===== src/rtl/vip_color_pkg.sv =====
// Shared colour-space constants for the VIP pixel pipelines (YCbCr<->RGB).
// Coefficients are 8-bit fixed point (x256); offsets already fold in the 128 chroma bias.
package vip_color_pkg;

    localparam int PIPE_DEPTH = 3;
    localparam int SUM_W      = 20;
    localparam int FRAC_BITS  = 8;
    localparam int ROUND_HALF = 128;
    localparam int NUM_CH     = 3;

    // YCbCr444 -> RGB888
    localparam int K_Y    = 256;
    localparam int K_CR_R = 359;
    localparam int K_CB_G = 88;
    localparam int K_CR_G = 183;
    localparam int K_CB_B = 454;
    localparam int OFF_R  = -45952;
    localparam int OFF_G  = 34688;
    localparam int OFF_B  = -58112;

    // RGB888 -> YCbCr444
    localparam int K_R_Y    = 77;
    localparam int K_G_Y    = 150;
    localparam int K_B_Y    = 29;
    localparam int K_R_CB   = 43;
    localparam int K_G_CB   = 85;
    localparam int K_B_CB   = 128;
    localparam int K_R_CR   = 128;
    localparam int K_G_CR   = 107;
    localparam int K_B_CR   = 21;
    localparam int OFF_CBCR = 32768;

    typedef enum logic [1:0] {
        CH_R = 2'd0,
        CH_G = 2'd1,
        CH_B = 2'd2
    } chan_e;

    // Every channel is 256*Y + kcb*Cb + kcr*Cr + off, so one datapath serves all three.
    function automatic int cb_coef(input int ch);
        case (ch)
            1:       return -K_CB_G;
            2:       return K_CB_B;
            default: return 0;
        endcase
    endfunction

    function automatic int cr_coef(input int ch);
        case (ch)
            0:       return K_CR_R;
            1:       return -K_CR_G;
            default: return 0;
        endcase
    endfunction

    function automatic int ch_offset(input int ch);
        case (ch)
            0:       return OFF_R;
            1:       return OFF_G;
            default: return OFF_B;
        endcase
    endfunction

endpackage


===== src/rtl/vip_sync_delay.sv =====
// Fixed-depth shift register for frame sync strobes; async active-low clear.
// dout_early is the tap one stage before dout, used to qualify the last data stage.
module vip_sync_delay #(
    parameter int WIDTH = 3,
    parameter int DEPTH = 3
) (
    input  logic             clk,
    input  logic             rst_n,
    input  logic [WIDTH-1:0] din,
    output logic [WIDTH-1:0] dout,
    output logic [WIDTH-1:0] dout_early
);

    logic [DEPTH:1][WIDTH-1:0] pipe;

    always_ff @(posedge clk or negedge rst_n) begin
        if (!rst_n) begin
            pipe <= '0;
        end else begin
            pipe[1] <= din;
            for (int i = 2; i <= DEPTH; i++)
                pipe[i] <= pipe[i-1];
        end
    end

    assign dout       = pipe[DEPTH];
    assign dout_early = pipe[DEPTH-1];

endmodule


===== src/rtl/vip_ycbcr444_rgb888.sv =====
// YCbCr444 -> RGB888, 3-stage free-running pipeline (products, sums, shift+fold).
// Build macro VIP_YCBCR2RGB_SAT_EN: clamp to 0..255; otherwise keep the low 8 bits.
module vip_ycbcr444_rgb888
    import vip_color_pkg::*;
(
    input  logic       clk,
    input  logic       rst_n,
    input  logic       pre_frame_vsync,
    input  logic       pre_frame_href,
    input  logic       pre_frame_clken,
    input  logic [7:0] pre_img_Y,
    input  logic [7:0] pre_img_Cb,
    input  logic [7:0] pre_img_Cr,
    output logic       post_frame_vsync,
    output logic       post_frame_href,
    output logic       post_frame_clken,
    output logic [7:0] post_img_red,
    output logic [7:0] post_img_green,
    output logic [7:0] post_img_blue
);

    logic [2:0] sync_out;
    logic [2:0] sync_early;
    logic [NUM_CH-1:0][7:0] rgb;

    vip_sync_delay #(
        .WIDTH (3),
        .DEPTH (PIPE_DEPTH)
    ) u_sync (
        .clk        (clk),
        .rst_n      (rst_n),
        .din        ({pre_frame_vsync, pre_frame_href, pre_frame_clken}),
        .dout       (sync_out),
        .dout_early (sync_early)
    );

    genvar c;
    generate
        for (c = 0; c < NUM_CH; c++) begin : g_ch
            localparam int KCB = cb_coef(c);
            localparam int KCR = cr_coef(c);
            localparam int OFS = ch_offset(c) + ROUND_HALF;

            logic signed [SUM_W-1:0] p_y, p_cb, p_cr, sum, sh;
            logic [7:0] pix, pix_q;
            logic       unused_bits;

            always_ff @(posedge clk or negedge rst_n) begin
                if (!rst_n) begin
                    p_y   <= '0;
                    p_cb  <= '0;
                    p_cr  <= '0;
                    sum   <= '0;
                    pix_q <= '0;
                end else begin
                    p_y  <= SUM_W'(int'(pre_img_Y) * K_Y);
                    p_cb <= SUM_W'(int'(pre_img_Cb) * KCB);
                    p_cr <= SUM_W'(int'(pre_img_Cr) * KCR);
                    sum  <= p_y + p_cb + p_cr + SUM_W'(OFS);
                    // Result only moves when the sample it belongs to was a real pixel.
                    if (sync_early[0])
                        pix_q <= pix;
                end
            end

            assign sh = sum >>> FRAC_BITS;

            always_comb begin
                pix = sh[7:0];
`ifdef VIP_YCBCR2RGB_SAT_EN
                if (sh < 0)
                    pix = 8'h00;
                else if (sh > 255)
                    pix = 8'hff;
`endif
            end

            // Fraction bits and (in the wrap build) the sign/overflow bits are discarded by design.
            assign unused_bits = ^{sum[FRAC_BITS-1:0], sh};
            assign rgb[c]      = pix_q;
        end
    endgenerate

    logic unused_sync;
    assign unused_sync = ^sync_early[2:1];

    assign post_frame_vsync = sync_out[2];
    assign post_frame_href  = sync_out[1];
    assign post_frame_clken = sync_out[0];
    assign post_img_red     = rgb[CH_R];
    assign post_img_green   = rgb[CH_G];
    assign post_img_blue    = rgb[CH_B];

endmodule


===== config.mk =====
export PLATFORM = sky130hd
export DESIGN_NAME = vip_ycbcr444_rgb888
export DESIGN_NICKNAME = d
export VERILOG_FILES = /design/src/rtl/vip_color_pkg.sv /design/src/rtl/vip_sync_delay.sv /design/src/rtl/vip_ycbcr444_rgb888.sv
export SDC_FILE = /design/constraint.sdc
export NUM_CORES = 1
export LEC_CHECK = 0
export BUFFER_PORTS_ARGS = -buffer_cell sky130_fd_sc_hd__buf_2
export CAP_MARGIN = 40
export CORE_MARGIN = 2
export CORE_UTILIZATION = 45
export CTS_BUF_LIST = sky130_fd_sc_hd__clkbuf_16
export DETAILED_ROUTE_END_ITERATION = 12
export GPL_TIMING_DRIVEN = 0
export PLACE_DENSITY = 0.69
export SETUP_SLACK_MARGIN = 0.5
export SYNTH_ARGS = -nofsm -noshare
export SYNTH_HDL_FRONTEND = slang
export SYNTH_HIERARCHICAL = 1
export SYNTH_SLANG_ARGS = --single-unit

===== constraint.sdc =====
create_clock -name clk -period 7.65 [get_ports clk]
set_clock_uncertainty 0.05 [all_clocks]
set_input_delay 0.3825 -clock clk [delete_from_list [all_inputs] [get_ports clk]]
set_output_delay 0.3825 -clock clk [all_outputs]
set_load 0.01 [all_outputs]

==> impl_results.md <==
* Hold Violations, Final at 1
* Starting Density at 0.4554
* Critical Path RT at 7.86 ns
* Port Buffers at 55
* CP Data Arrival Time at 4.35 ns
* ANT cells at 0
* Die ar. at 0.01992 sq mm
* CTS Sinks at 108
* Die Y at 141.1 microns
* DRT iter0 DRCs at 116
* Placed Area at 0.009060 sq mm
* Initial DRT Pass Iterations at 4
* Final setup viols at 0
* Crit-path slowest cell: fa_1
* RSZ-0062 raised after global routing: false
* Cell Rows at 50
* Post_cts resized at 0
* Vias in the first global route at 5,210
* Reg2Reg Depth at 9
* Pin count of the biggest net entering global routing at 62
* Core Region at 0.01858 sq mm
* DRT antenna net count at 0
* Final TNS setup at 0 ns
* Final Util at 0.5031
* CTS tree: built
* TritonCTS buffer count at 9
* Final hold slack at -0.004134 ns
* Type of destination of the critical path: register
* Avg Cell Area, Syn at 11.39 sq um
* Fin area at 0.009348 sq mm
* Worst IR Drop VDD at 0.0001639 V
* Syn Inst Count at 743
* Tmin final at 4.144 ns
* IO Count at 56
* Reg2Reg Setup Slack at 4.68 ns
* Die Wd at 141.1 microns
* Status: finished, violations left
* Clk_lat worst skew at 0.35 ns
* CTS H-Tree Depth at 3
* Max clock buf depth at 2
* Crit path launch type: input pin
* Most frequent cells in the layout: 210 x ha_1, 141 x inv_1, 108 x dfrtp_1
* Bufs and invs on worst path at 5
* Hold/Removal Path Class: in2async
* Pwr Density at 332.2 mW/mm^2
* GP Congestion at 0.7962
* CTS Hold Bufs at 0
* Final HPWL from detailed placement at 11.48 mm
* Largest stage delay, worst path at 0.54 ns
* Setup Crit Path Kind: in2reg
* Global route overflow at 0
* Root Buffer: clkbuf_16
* Area delta synth->final at 10.47%
* CP Depth at 16
* Fmax at 241.3 MHz
* Global-route wire length before repair at 24.07 mm
* P_leak at 5.024 nW
* Worst-path clk slew at 0.08 ns
* Initial antenna violation count at 0
* Top delay family on crit path: adder cells
* Layout cells sized above 1 at 0.1288
* Routed wire length at 13.74 mm
* Worst Path Max Fanout at 8
* Failing checks: negative hold slack
* Vias after detailed routing at 5,135
* Cells along the critical path: buf_2 -> fa_1 -> inv_1 -> fa_1 -> inv_1 -> fa_1 -> inv_1 -> fa_1 -> inv_1 -> ha_1 -> a21o_1 -> a22o_1 -> a21oi_1 -> nand2b_1 -> a21oi_1 -> xnor2_1
* Post-Syn Nets at 1,028
* Normalized max-slew margin at 0.5499
* Post-layout nets at 1,095
* Commonest non-fill, non-tap cell in the layout: ha_1
* Pins over their slew limit at 0
* Total power at 3.105 mW
* Yosys warns at 6
* Period utilization at 0.5417
* Post-CTS Setup Bufs at 0
* Average wire per standard cell at 13.10 microns
* Vias/cell at 4.895
* Worst-Margin Slew at 0.6752 ns
* Gr usage total at 0.1504
* DRC viols at 0
* Post-Syn Area at 0.008462 sq mm
* Max-Cap Viols at 0
flip-flops by register name, indices dropped and copies added (netlist names):
register and cells:
post_img_blue 8, u_sync/dout 3, g_ch.p_cb 22, post_img_green 8, g_ch.p_y 8, u_sync/dout_early 3, g_ch.sum 24, u_sync/pipe 3
g_ch.p_cr 21, post_img_red 8
path summary, 6_finish.rpt:
check | from | end
worst min register to register | u_sync/pipe[1] | u_sync/dout_early[1]
worst max-delay path | pre_img_Cr[5] | g_ch[0].p_cr[12]
max in group asynchronous | rst_n | g_ch[1].p_cr[7]
worst min-delay path | rst_n | g_ch[2].p_cb[15]
worst max register to register | g_ch[2].p_y[9] | g_ch[1].sum[13]
min in group clk | pre_frame_clken | u_sync/pipe[0]
power by group:
group	leakage, nW	internal, mW	total (mW)	switching, mW
Sequential	1.26	0.829	0.922	0.0928
Combinational	3.63	0.835	1.74	0.909
Clock	0.140	0.226	0.439	0.213
cell type report:
type	count	area, sq um
Tap cell	234	292.8
Fill cell	1645	9233
Clock inverter	7	62.56
Sequential cell	108	2703
Clock buffer	9	225.2
Multi-Input combinational cell	487	5189
Buffer	7	41.29
Timing Repair Buffer	56	305.3
Inverter	141	529.3
worst reg2reg max path, stage by stage, from the launching register on:
cell and delay (ns):
dfrtp_1 0.49, fa_1 0.52, ha_1 0.30, ha_1 0.35, nand3_1 0.13, nor2_1 0.07
or3_1 0.39, a21o_1 0.22, a21oi_1 0.21, xnor2_1 0.14
per-layer routing:
layer	global-route usage	share of wire	vias to the layer above
met5	0	0	-
met4	0.03316	0.010	0
met3	0.02921	0.028	8
met2	0.2552	0.48	64
met1	0.2007	0.48	2473
li1	-	-	2590
through the flow:
step,worst slack (ns),std cells
CTS,3.511,1049
floorplan,3.629,743
finish,3.506,1049
global placement,3.157,1032
global route,3.294,1049
detailed placement,3.134,1033
Note: power is estimated with default switching activity, not from simulation.
